===== config.mk =====
export PLATFORM = sky130hd
export DESIGN_NAME = inst_fetch_unit
export DESIGN_NICKNAME = d
export VERILOG_FILES = /design/src/rtl/inst_fetch_unit.sv
export SDC_FILE = /design/constraint.sdc
export NUM_CORES = 1
export LEC_CHECK = 0
export CAP_MARGIN = 20
export CORE_UTILIZATION = 45
export CTS_BUF_LIST = sky130_fd_sc_hd__clkbuf_2 sky130_fd_sc_hd__clkbuf_4 sky130_fd_sc_hd__clkbuf_8
export CTS_CLUSTER_DIAMETER = 100
export DETAILED_ROUTE_END_ITERATION = 10
export PLACE_DENSITY = 0.93
export RECOVER_POWER = 100
export SYNTH_ARGS = -nofsm -noshare
export SYNTH_HDL_FRONTEND = slang
export SYNTH_SLANG_ARGS = --single-unit

===== constraint.sdc =====
create_clock -name clk -period 2.16 [get_ports clk]
set_input_delay 0.432 -clock clk [delete_from_list [all_inputs] [get_ports clk]]
set_output_delay 0.432 -clock clk [all_outputs]
set_load 0.02 [all_outputs]

===== src/rtl/inst_fetch_unit.sv =====
// IF stage of the pipelined MIPS CPU: PC register, instruction-ROM initiator and IF/ID register.
// Optional fetch trap on the unmapped-ROM word is enabled by defining FETCH_TRAP_EN.
module inst_fetch_unit #(
  parameter logic [31:0] RESET_PC = 32'h0000_0000,
  parameter logic [31:0] EXC_PC   = 32'h8000_0004
) (
  input  logic        clk,
  input  logic        reset,
  output logic [31:0] rom_addr,
  input  logic [31:0] rom_data,
  input  logic        stall,
  input  logic        flush,
  input  logic        redirect_valid,
  input  logic [31:0] redirect_pc,
  output logic [31:0] pc,
  output logic [31:0] if_id_inst,
  output logic [31:0] if_id_pc_plus4,
  output logic        if_id_valid,
  output logic [31:0] fetch_count,
  output logic        trap,
  output logic [31:0] epc
);

  localparam logic [31:0] UNMAPPED_WORD = 32'h8000_0000;

  typedef enum logic {ST_RESET, ST_RUN} state_t;

  state_t      state, state_nxt;
  logic [31:0] pc_plus4;
  logic [31:0] pc_nxt;
  logic [31:0] inst_nxt;
  logic [31:0] pc_plus4_nxt;
  logic        vld_nxt;
  logic [31:0] count_nxt;
  logic        trap_hit;

  function automatic logic [31:0] sat_inc(input logic [31:0] val);
    return (val == 32'hFFFF_FFFF) ? val : val + 32'd1;
  endfunction

  assign rom_addr = {pc[31:2], 2'b00};
  assign pc_plus4 = pc + 32'd4;

`ifdef FETCH_TRAP_EN
  assign trap_hit = (rom_data == UNMAPPED_WORD) && !stall && !flush && !redirect_valid;
`else
  assign trap_hit = 1'b0;
`endif

  // Next-state: PC selection and IF/ID load/hold/bubble decision
  always_comb begin
    state_nxt    = state;
    pc_nxt       = pc;
    inst_nxt     = if_id_inst;
    pc_plus4_nxt = if_id_pc_plus4;
    vld_nxt      = if_id_valid;
    count_nxt    = fetch_count;

    case (state)
      ST_RESET: state_nxt = ST_RUN;
      ST_RUN:   state_nxt = ST_RUN;
      default:  state_nxt = ST_RUN;
    endcase

    if (redirect_valid)
      pc_nxt = {redirect_pc[31:2], 2'b00};
    else if (trap_hit)
      pc_nxt = EXC_PC;
    else if (!stall)
      pc_nxt = pc_plus4;

    if (flush || redirect_valid || trap_hit) begin
      inst_nxt     = 32'h0;
      pc_plus4_nxt = 32'h0;
      vld_nxt      = 1'b0;
    end else if (!stall) begin
      inst_nxt     = rom_data;
      pc_plus4_nxt = pc_plus4;
      vld_nxt      = 1'b1;
      count_nxt    = sat_inc(fetch_count);
    end
  end

  // Registered PC, IF/ID register and delivered-instruction counter
  always_ff @(posedge clk or negedge reset) begin
    if (!reset) begin
      state          <= ST_RESET;
      pc             <= RESET_PC;
      if_id_inst     <= 32'h0;
      if_id_pc_plus4 <= 32'h0;
      if_id_valid    <= 1'b0;
      fetch_count    <= 32'h0;
    end else begin
      state          <= state_nxt;
      pc             <= pc_nxt;
      if_id_inst     <= inst_nxt;
      if_id_pc_plus4 <= pc_plus4_nxt;
      if_id_valid    <= vld_nxt;
      fetch_count    <= count_nxt;
    end
  end

`ifdef FETCH_TRAP_EN
  // Trap pulse and sticky exception PC
  always_ff @(posedge clk or negedge reset) begin
    if (!reset) begin
      trap <= 1'b0;
      epc  <= 32'h0;
    end else begin
      trap <= trap_hit;
      if (trap_hit)
        epc <= pc;
    end
  end
`else
  assign trap = 1'b0;
  assign epc  = 32'h0;
`endif

endmodule

* Yosys cells after proc, flatten, opt, wreduce, memory -nomap -nowiden
Index checks and enable logic that the tools add are counted.
Storage, ports and cells: register bits after elaboration 129, output and inout port bits 194, logic and storage cells 22
Operators by class: add/sub/neg operators 2, equal/unequal tests 3, muxes and demuxes 7, bitwise logic cells 3, reductions and logical operators 2
Operators by type and width (count):
- $mux 32 | 5
- $add 32x1->32 const B | 1
- $add 32x3->32 const B | 1
- $eq 32x32->1 const B | 1
- $ne 2x1->1 const B | 2
- $not 1->1 | 3
- $reduce_and 3->1 | 1
- $mux 1 | 2
- $logic_or 1x1->1 | 1

* Logic depth before layout (Yosys ltp)
Gate-level depths: netlist of the first run.
depth after elaboration 3, gate-level depth with buffers 7, depth with buffers taken out 6

* Worst setup path before layout of the first run
No wires, ideal clock.
path kind input port to flip-flop, start point in redirect_valid, end point reg fetch_count[19], library setup time 0.130 ns, arrival time 1.988 ns, data required time 2.030 ns, path slack 0.042 ns, stages on the path 7, path through buf_6 or3_1 buf_2 or3_4 a211oi_4 nand4_1 xnor2_1
On the way: cells in the longest elaborated chain, start to end 3
RTL lines:
- start, declared | line 13 | input logic redirect_valid,
- $logic_or 1x1->1 | line 72 | if (flush || redirect_valid || trap_hit) begin
- $not 1->1 (no line)
- $reduce_and 3->1 (no line)
- end signal, assigned | line 99 | fetch_count <= count_nxt;
- end, declared | line 19 | output logic [31:0] fetch_count,
Every way passes these cells. A chain may end at the register's enable or synchronous reset.

* Worst setup path after layout of the first run
start point in stall, end point reg fetch_count[21]
On the way: cells in the longest elaborated chain, start to end 2
RTL lines:
- start, declared | line 11 | input logic stall,
- $not 1->1 (no line)
- $reduce_and 3->1 (no line)
Every way passes these cells.

==> flow_metrics.tcl, run 1 <==
set metrics [dict create \
    result_of_the_run "finished, final reports clean" \
    routed_wirelength_um 17190 \
    synth_edf_count 0 \
    fin_cells 1043 \
    p_per_area_mw_per_mm2 658.2 \
    tightestPinTransition_ns 1.024 \
    cell_type_with_the_largest_total_area_after_synthesis "sky130_fd_sc_hd__dfrtp_1" \
    vdd.ir_drop.worst_v 0.0003348 \
    count_of_h_tree_levels_built_during_cts 4 \
    gp_routability_congestion 0.8623 \
    via_count_of_the_first_global_routing_pass 5278 \
    vias 5451 \
    worst_clock_skew_ns 0.01089 \
    crit_end_element "flip-flop" \
    post-route-period-util_pct 98.82 \
    power_leakage_nw 4.075 \
    clock-sinks 125 \
    ctsRootBufferMaster "sky130_fd_sc_hd__clkbuf_8" \
    grt_first_pass_wirelength_um 27100 \
    power_frac_clock_pct 34.4 \
    worstReg2RegEnd "fetch_count[28]" \
    seq_power_share_pct 44.9 \
    rsz0062_at_grt "no" \
    min_to "if_id_pc_plus4[9]" \
    clk_latency_ns 0.43 \
    max_cap_violations 0 \
    cts_inserted_buffers 17 \
    total_grt_overflow 0 \
    worst_hold_startpoint "if_id_pc_plus4[9]" \
    ios 263 \
    clock_period_minus_final_worst_setup_slack_ns 2.134 \
    grt_use_total_pct 23.99 \
    layout-drive-gt1-share_pct 8.691 \
    power.internal_mw 4.165 \
    drt_pre_antenna_iters 6 \
    worstHoldPathCells 2 \
    syn-instance-count 635 \
    placementRows 43 \
    floorplan.initialDensity_pct 45.92 \
    final_stage_net_count 922 \
    ant_nets 0 \
    grt_start_max_net_pins 64 \
    crit_path_max_fanout 5 \
    vias_per_cell 5.226 \
    worst_slack_ns 0.02555 \
    final-hold-violation-count 0 \
    xor_xnor_portion_of_the_synthesized_cell_area_pct 11.72 \
    drt-wirelength-per-cell_um 16.48 \
    cts-root-to-sink-buffers 2 \
    reg2reg_setup_slack_ns 0.18 \
    postSynthAreaPerCell_um2 10.00 \
    relSlewSlack_pct 31.75 \
    synth.distinct_cells 39 \
    place_area_mm2 0.008573 \
    min_path_type "reg -> reg" \
    die_h_um 120.8 \
    element_type_at_the_critical_path_start "input pin" \
    die_area_mm2 0.01459 \
    clk_pin_slew_worst_paths_ns 0.07 \
    pre_cts_ws_ns -0.3046 \
    design_area_mm2 0.008947 \
    first_iter_violations 398 \
    main_combinational_cell_family_by_area_after_synthesis "simple AND/OR/NAND/NOR gates" \
    ys_seq_area_share_pct 49.26 \
    synth_ff_type "sky130_fd_sc_hd__dfrtp_1" \
    worstSetupPathType "in -> reg" \
    setup_tns_ns 0 \
    timing.rr.start "fetch_count[16]" \
    port-buffer-count 221 \
    dpl.hpwl_um 12510 \
    setup_viol 0 \
    synth.area.top_cells "sky130_fd_sc_hd__dfrtp_1 (49%), sky130_fd_sc_hd__buf_4 (8.2%), sky130_fd_sc_hd__xnor2_1 (6.9%)" \
    area_growth_syn_to_layout_pct 40.91 \
    synth_seq_cells 125 \
    dieWidth_um 120.8 \
    cp_data_arrival_time_ns 2.44 \
    maxSlewViolCount 0 \
    antennaDiodeCount 0 \
    p_switching_mw 1.724 \
    simple_gate_area_share_of_the_yosys_netlist_pct 17.22 \
    dpl.cell_count 1008 \
    fmaxAchievable_mhz 468.5 \
    postSynth.asyncResetShare_pct 100.0 \
    yosysWarningCount 0 \
    power.combinational.fraction_pct 20.7 \
    fp.coreArea_mm2 0.01383 \
    route.detailed.drc 0 \
    synth_compound_area_share_pct 10.17 \
    synth_largest_type_area_fraction_pct 49.26 \
    timing.reg2reg.worst_path_depth 6 \
    share_of_synthesized_area_spent_on_multiplexers_pct 0.5123 \
    yosys.area_share.adder_pct 0.3941 \
    switching_share_pct 29.28 \
    cts_tree "done" \
    number_of_antenna_violations_at_the_first_check_in_global_routing 0 \
    critical_path_required_ns 2.47 \
    synthesis.area_mm2 0.006350 \
]
registers in the layout (all words and copies together), names as in the netlist:
| name | flops |
|---|---|
| if_id_valid | 1 |
| if_id_pc_plus4 | 30 |
| if_id_inst | 32 |
| pc | 30 |
| fetch_count | 32 |
synth_stat cells, drive strengths merged, types with 2 or more instances:
cell	number
nand4	31
nor4	8
nand3	29
a22o	34
nand2	79
xor2	35
nor2	18
and3	9
xnor2	50
nor3	16
clkbuf	27
and2	5
dfrtp	125
ha	2
buf	75
a31oi	2
o21ai	59
and4	9
mux2	2
or3	4
inv	6
worst max-delay path, stage by stage:
cell	delay [ns]
sky130_fd_sc_hd__dlygate4sd3_1	0.55
sky130_fd_sc_hd__or3_1	0.38
sky130_fd_sc_hd__or3_4	0.44
sky130_fd_sc_hd__a211oi_4	0.32
sky130_fd_sc_hd__nand3_1	0.17
sky130_fd_sc_hd__xnor2_1	0.16
routing by layer:
metal | vias to the layer above | part of all wire, % | track usage [%]
met5 | - | 0 | 0
li1 | 2539 | - | -
met2 | 222 | 51 | 40.80
met1 | 2657 | 42 | 29.79
met3 | 33 | 5.0 | 4.953
met4 | 0 | 2.4 | 9.491
logic make-up (layout without fill, tap and decap cells):
group,count (synthesis),count (layout)
compound gates,99,99
xor+xnor,85,85
fa+ha+maj,2,2
buf+inv,108,298
flops,125,125
mux,3,3
other cells,1,39
simple gates,212,212
metrics by stage:
stage	utilization, %	power (mW)	hold WS [ns]
final	64.71	5.889	0.4737
after floorplan	-	3.373	0.1364
after detailed placement	62.00	3.969	0.4446
after global placement	62.00	3.933	0.4457
after CTS	64.88	5.994	0.4866
after global routing	64.71	6.141	0.5104
how the worst max path moves through the flow:
stage | startpoint | to | cells after the start
3_3_place_gp | flush | fetch_count[19] | 6
4_1_cts | pc[23] | pc[23] | 1
5_1_grt | pc[10] | pc[10] | 2
6_report | stall | fetch_count[21] | 6
2_1_floorplan | redirect_valid | fetch_count[19] | 7
3_5_place_dp | flush | fetch_count[21] | 6
layout make-up:
type	count	area, µm²
tap	180	225.2
clock inverter	8	90.09
fill	1091	4880
multi-input combinational	440	2688
inverter	6	22.52
sequential	125	3131
timing repair buffer	261	2494
clock buffer	23	297.8
cell usage in the layout (no fill, tap or decap), types with 2 or more instances in the layout:
cell | netlist | final
sky130_fd_sc_hd__dlygate4sd3_1 | 0 | 131
sky130_fd_sc_hd__dfrtp_1 | 125 | 123
sky130_fd_sc_hd__clkdlybuf4s50_1 | 0 | 89
sky130_fd_sc_hd__nand2_1 | 79 | 79
sky130_fd_sc_hd__o21ai_0 | 57 | 59
sky130_fd_sc_hd__xnor2_1 | 50 | 50
sky130_fd_sc_hd__conb_1 | 1 | 39
sky130_fd_sc_hd__xor2_1 | 35 | 35
sky130_fd_sc_hd__a22o_1 | 34 | 34
sky130_fd_sc_hd__nand4_1 | 31 | 31
sky130_fd_sc_hd__nand3_1 | 29 | 29
sky130_fd_sc_hd__buf_4 | 69 | 23
sky130_fd_sc_hd__clkbuf_8 | 0 | 20
sky130_fd_sc_hd__nor2_1 | 18 | 18
sky130_fd_sc_hd__nor3_1 | 16 | 15
sky130_fd_sc_hd__and4_1 | 9 | 9
sky130_fd_sc_hd__and3_1 | 9 | 9
sky130_fd_sc_hd__clkbuf_1 | 27 | 7
sky130_fd_sc_hd__inv_1 | 6 | 6
sky130_fd_sc_hd__clkinv_2 | 0 | 6
sky130_fd_sc_hd__clkbuf_4 | 0 | 6
sky130_fd_sc_hd__nor4_1 | 4 | 5
sky130_fd_sc_hd__and2_1 | 5 | 4
sky130_fd_sc_hd__clkbuf_2 | 0 | 4
sky130_fd_sc_hd__or3_1 | 3 | 3
sky130_fd_sc_hd__nor4_2 | 3 | 2
sky130_fd_sc_hd__a31oi_1 | 2 | 2
sky130_fd_sc_hd__ha_1 | 2 | 2
sky130_fd_sc_hd__bufinv_16 | 0 | 2
sky130_fd_sc_hd__buf_2 | 4 | 2
sky130_fd_sc_hd__dfrtp_2 | 0 | 2
sky130_fd_sc_hd__buf_12 | 0 | 2
timing repair:
item                       in CTS  in global routing
buffers inserted                0                  3
setup endpoints to repair       0                  6
gates resized for setup         0                  3
hold endpoints to repair       33                  0
hold buffers                    1                  0
power by group through the flow:
| stage | logic, mW | clock network (mW) | registers [mW] |
|---|---|---|---|
| 4_1_cts | 1.29 | 2.06 | 2.65 |
| 2_1_floorplan | 0.537 | 0 | 2.84 |
| 6_report | 1.22 | 2.02 | 2.65 |
| 3_3_place_gp | 1.26 | 0 | 2.68 |
| 5_1_grt | 1.31 | 2.17 | 2.67 |
| 3_5_place_dp | 1.28 | 0 | 2.69 |
Note: power is estimated with default switching activity, not from simulation.
==> run 2, diff against run 1 <==
Settings changed: PLACE_DENSITY 0.93 to 0.82, REMOVE_ABC_BUFFERS set to 1.
==> flow_metrics.tcl, run 2 (synthesis results as in run 1) <==
set metrics [dict create \
    result_of_the_run "finished, final reports clean" \
    cts_repair_resize_count 0 \
    layout.cells.most_common "sky130_fd_sc_hd__dlygate4sd3_1" \
    critical_path_required_ns 2.47 \
    worstHoldPathCells 2 \
    number_of_antenna_violations_at_the_first_check_in_global_routing 0 \
    drt_pre_antenna_iters 4 \
    crit_path_max_fanout 5 \
    dieWidth_um 120.8 \
    min_path_type "reg -> reg" \
    timing.reg2reg.worst_path_depth 8 \
    grt_start_max_net_pins 68 \
    die_h_um 120.8 \
    ctsRootBufferMaster "sky130_fd_sc_hd__clkbuf_8" \
    fp.coreArea_mm2 0.01383 \
    crit_end_element "flip-flop" \
    grt_first_pass_wirelength_um 25010 \
    power.combinational.fraction_pct 20.1 \
    maxSlewViolCount 0 \
    post-route-period-util_pct 97.13 \
    vias 5214 \
    placementRows 43 \
    total_grt_overflow 0 \
    element_type_at_the_critical_path_start "input pin" \
    reg2reg_setup_slack_ns 0.15 \
    worst_clock_skew_ns 0.009421 \
    layout_top_registers "fetch_count (32), if_id_inst (32)" \
    tightestPinTransition_ns 0.8985 \
    power.internal_mw 4.171 \
    area_growth_syn_to_layout_pct 40.71 \
    p_switching_mw 1.738 \
    clk_pin_slew_worst_paths_ns 0.07 \
    first_iter_violations 302 \
    fmaxAchievable_mhz 476.7 \
    timing.rr.start "fetch_count[1]" \
    vdd.ir_drop.worst_v 0.0003552 \
    min_to "if_id_valid" \
    final-hold-violation-count 0 \
    relSlewSlack_pct 40.10 \
    route.detailed.drc 0 \
    cts-root-to-sink-buffers 2 \
    max_cap_violations 0 \
    fin_worst_hold_slack_ns 0.4708 \
    cp_data_arrival_time_ns 2.41 \
    layout-drive-gt1-share_pct 8.130 \
    dpl.hpwl_um 11320 \
    floorplan.initialDensity_pct 45.92 \
    vias_per_cell 5.009 \
    worstSetupPathType "in -> reg" \
    filler_cell_count 1127 \
    rsz0062_at_grt "no" \
    routed_wirelength_um 15640 \
    postLayoutCoreUtil_pct 64.62 \
    power_leakage_nw 4.043 \
    setup_viol 0 \
    seq_power_share_pct 44.8 \
    count_of_h_tree_levels_built_during_cts 4 \
    clk_latency_ns 0.43 \
    port-buffer-count 221 \
    clock-sinks 125 \
    gp_routability_congestion 0.8410 \
    ant_nets 0 \
    drt-wirelength-per-cell_um 15.02 \
    worst_hold_startpoint "if_id_valid" \
    cts_tree "done" \
    report.power.total_mw 5.909 \
    antennaDiodeCount 0 \
    cts_inserted_buffers 17 \
    worstReg2RegEnd "fetch_count[0]" \
    final_cell_mix "sky130_fd_sc_hd__dlygate4sd3_1 (131), sky130_fd_sc_hd__dfrtp_1 (125), sky130_fd_sc_hd__clkdlybuf4s50_1 (89)" \
    die_area_mm2 0.01459 \
    p_per_area_mw_per_mm2 661.3 \
    power_frac_clock_pct 35.1 \
    via_count_of_the_first_global_routing_pass 4957 \
    switching_share_pct 29.41 \
    clock_period_minus_final_worst_setup_slack_ns 2.098 \
    final_stage_net_count 920 \
    ios 263 \
    grt_use_total_pct 22.17 \
]
-- run 2: cell count changes in the layout (fill, tap and decap cells not counted), sizes merged --
cell      before  now
clkinvlp       0    5
clkinv         6    2
clkbuf        37   39
buf           27   22
-- run 2: worst max-delay path by stage --
stage	from	endpoint	slack, ns	cells after the start
after floorplan	flush	if_id_inst[0]	-2.21	2
after global placement	flush	fetch_count[19]	-0.33	6
after detailed placement	flush	fetch_count[19]	-0.38	6
after CTS	pc[19]	pc[19]	0.03	1
after global routing	pc[19]	pc[19]	0.001	1
final	flush	fetch_count[19]	0.06	6
-- run 2: final cells by class --
type / count / area [µm²] / area share [%]
timing repair buffer: 259 / 2460 / 27.53
sequential: 125 / 3128 / 35.01
clock buffer: 22 / 296.5 / 3.319
tap: 180 / 225.2 / 2.521
inverter: 6 / 22.52 / 0.2521
multi-input combinational: 440 / 2691 / 30.12
clock inverter: 9 / 111.4 / 1.246
-- run 2: routing by layer --
layer	up-vias	global-route usage, %	wire (µm)
met1	2509	27.96	6689
met3	24	4.387	839
li1	2517	-	-
met4	0	8.951	370
met5	-	0	0
met2	164	37.28	7741
-- run 2: what timing repair did --
action / CTS / global route
hold buffers: 1 / 0
hold endpoints to repair: 13 / 0
buffers inserted: 0 / 3
endpoints found under the setup margin: 0 / 4
-- run 2: stage by stage --
step | std cells | setup TNS, ns | setup slack (ns) | instance area (µm²)
2_1_floorplan | 571 | -139.18 | -2.209 | 5838
3_3_place_gp | 1006 | -4.224 | -0.3258 | 8558
3_5_place_dp | 1006 | -4.902 | -0.3843 | 8558
4_1_cts | 1038 | 0 | 0.03312 | 8976
5_1_grt | 1041 | 0 | 0.001453 | 8935
6_report | 1041 | 0 | 0.06204 | 8935
-- run 2: worst max-delay path: stages --
cell and delay [ns]:
sky130_fd_sc_hd__clkdlybuf4s50_1 0.41, sky130_fd_sc_hd__or3_1 0.49, sky130_fd_sc_hd__or3_4 0.45, sky130_fd_sc_hd__a211oi_4 0.30
sky130_fd_sc_hd__nand4_1 0.16, sky130_fd_sc_hd__xnor2_1 0.15
-- run 2: power groups by stage --
stage / registers (mW) / logic (mW) / clock network, mW
2_1_floorplan: 2.92 / 0.293 / 0
3_5_place_dp: 2.69 / 1.26 / 0
3_3_place_gp: 2.69 / 1.24 / 0
5_1_grt: 2.67 / 1.28 / 2.22
6_report: 2.65 / 1.19 / 2.07
4_1_cts: 2.65 / 1.26 / 2.12
==> run 3, diff against run 2 <==
Settings changed: CAP_MARGIN 20 to 5, CORE_MARGIN set to 1, CORE_UTILIZATION 45 to 40, PLACE_DENSITY 0.82 to 0.74.
==> flow_metrics.tcl, run 3 (synthesis results as in run 1) <==
set metrics [dict create \
    grt_first_pass_wirelength_um 25450 \
    grt.met1_usage_pct 25.33 \
    cts-root-to-sink-buffers 2 \
    count_of_h_tree_levels_built_during_cts 4 \
    timing.critical_path.from "flush" \
    post-route-period-util_pct 96.03 \
    drt-wirelength-per-cell_um 14.89 \
    critical-path-top-delay-family "simple AND/OR/NAND/NOR gates" \
    cts_inserted_buffers 17 \
    grt_use_total_pct 20.19 \
    placementRows 45 \
    clk_pin_slew_worst_paths_ns 0.07 \
    seq_power_share_pct 46.0 \
    port-buffer-count 221 \
    ios 263 \
    clock-sinks 125 \
    layout.cells.most_common "sky130_fd_sc_hd__dfrtp_1" \
    fp.coreArea_mm2 0.01537 \
    dieWidth_um 128.0 \
    grt_use_met3_pct 5.342 \
    report.power.total_mw 5.784 \
    timing.rr.start "pc[2]" \
    worstReg2RegEnd "pc[20]" \
    final-hold-violation-count 0 \
    cp_cell_sequence "clkdlybuf4s50_1 -> or3_1 -> clkbuf_1 -> nor4_1 -> buf_4 -> nand4_1 -> xnor2_1" \
    dpl.hpwl_um 11520 \
    ant_nets 0 \
    worst_clock_skew_ns 0.009373 \
    fmaxAchievable_mhz 482.1 \
    max_cap_violations 0 \
    pre_cts_ws_ns -0.3653 \
    grt_util_met2_pct 33.98 \
    floorplan.initialDensity_pct 41.31 \
    reg2reg_setup_slack_ns 0.14 \
    route.detailed.drc 0 \
    power.combinational.fraction_pct 20.2 \
    vias 5159 \
    p_per_area_mw_per_mm2 649.0 \
    slowest_delay_ns 0.48 \
    cp_num_buf_inv 3 \
    power_frac_clock_pct 33.8 \
    timing.critical_path.to "fetch_count[26]" \
    relSlewSlack_pct 46.63 \
    maxSlewViolCount 0 \
    cp_data_arrival_time_ns 2.40 \
    rsz0062_at_grt "no" \
    globalRoute.busiestLayer "met2" \
    area_growth_syn_to_layout_pct 40.35 \
    ctsRootBufferMaster "sky130_fd_sc_hd__clkbuf_8" \
    place_area_mm2 0.008594 \
    via_count_of_the_first_global_routing_pass 4969 \
    grt_start_max_net_pins 64 \
    worstSetupPathType "in -> reg" \
    number_of_antenna_violations_at_the_first_check_in_global_routing 0 \
    die_area_mm2 0.01638 \
    worst_slack_ns 0.08565 \
    crit_cells 7 \
    gp_routability_congestion 0.8054 \
    p_switching_mw 1.713 \
    final_stage_net_count 915 \
    routed_wirelength_um 15890 \
    layout-drive-gt1-share_pct 7.944 \
    layout_top_registers "fetch_count (32), if_id_inst (32)" \
    critical_path_required_ns 2.48 \
    vias_per_cell 4.835 \
    cts_tree "done" \
    clk_latency_ns 0.44 \
    switching_share_pct 29.61 \
    drt_pre_antenna_iters 7 \
    result_of_the_run "finished, final reports clean" \
    element_type_at_the_critical_path_start "input pin" \
    final_cell_mix "sky130_fd_sc_hd__dfrtp_1 (123), sky130_fd_sc_hd__dlygate4sd3_1 (115), sky130_fd_sc_hd__clkdlybuf4s50_1 (104)" \
    power_leakage_nw 4.026 \
    antennaDiodeCount 0 \
    min_path_type "reg -> reg" \
    design_area_mm2 0.008912 \
    first_iter_violations 222 \
    tightestPinTransition_ns 0.8006 \
    crit_path_max_fanout 5 \
    setup_viol 0 \
    vdd.ir_drop.worst_v 0.0004039 \
    crit_end_element "flip-flop" \
    total_grt_overflow 0 \
    crit_path_top_delay_cell "sky130_fd_sc_hd__or3_1" \
    timing.reg2reg.worst_path_depth 6 \
    power.internal_mw 4.071 \
    die_h_um 128.0 \
    clock_period_minus_final_worst_setup_slack_ns 2.074 \
]
==> run 3: routing by layer <==
layer | part of all wire, % | up-vias | routed length [µm]
met4 | 1.7 | 0 | 273
met3 | 5.9 | 19 | 937
met5 | 0 | - | 0
li1 | - | 2512 | -
met1 | 43 | 2441 | 6879
met2 | 49 | 187 | 7798
==> run 3: worst reg2reg max path: cells and delay by family (launching register included) <==
kind	cells	cell delay, ns
compound gates	1	0.09
simple gates	3	0.93
xor+xnor	1	0.17
fa+ha+maj	1	0.25
flops	1	0.45
==> run 3: power groups by stage <==
stage,clock [mW],sequential (mW),combinational (mW)
6_report,1.96,2.66,1.17
5_1_grt,2.14,2.69,1.26
4_1_cts,2.02,2.66,1.23
3_5_place_dp,0,2.70,1.23
3_3_place_gp,0,2.70,1.21
2_1_floorplan,0,2.92,0.293
==> run 3: per-stage QoR <==
step | std cells | hold WS [ns] | util [%] | TNS, ns
finish | 1067 | 0.4713 | 57.98 | 0
global route | 1067 | 0.5101 | 57.98 | 0
CTS | 1067 | 0.4423 | 58.41 | 0
detailed placement | 1035 | 0.3966 | 55.91 | -4.835
global placement | 1035 | 0.3973 | 55.91 | -4.134
floorplan | 571 | 0.1364 | - | -139.18
==> run 3: timing repair <==
action                                  CTS  global route
gates resized for setup                   0             3
endpoints found under the hold margin    27             0
buffers inserted                          0             0
hold buffers                              1             0
endpoints found under the setup margin    0             4
==> run 3: worst min-delay path by stage <==
stage                            start            endpoint  slack, ns  cells past startpoint
finish               if_id_pc_plus4[5]   if_id_pc_plus4[5]       0.47                      2
global route        if_id_pc_plus4[14]  if_id_pc_plus4[14]       0.51                      1
CTS                              reset      if_id_inst[11]       0.44                      2
detailed placement               reset       if_id_inst[5]       0.40                      1
global placement                 reset       if_id_inst[5]       0.40                      1
floorplan                        reset      fetch_count[0]       0.14                      0
==> run 3: cell type report <==
type / instances / area, µm²
clock buffers: 24 / 311.5
clock inverters: 7 / 62.56
fillers: 1334 / 6459
inverters: 6 / 22.52
multi-input cells: 440 / 2686
flip-flops and latches: 125 / 3131
well taps: 211 / 264.0
repair buffers: 254 / 2435
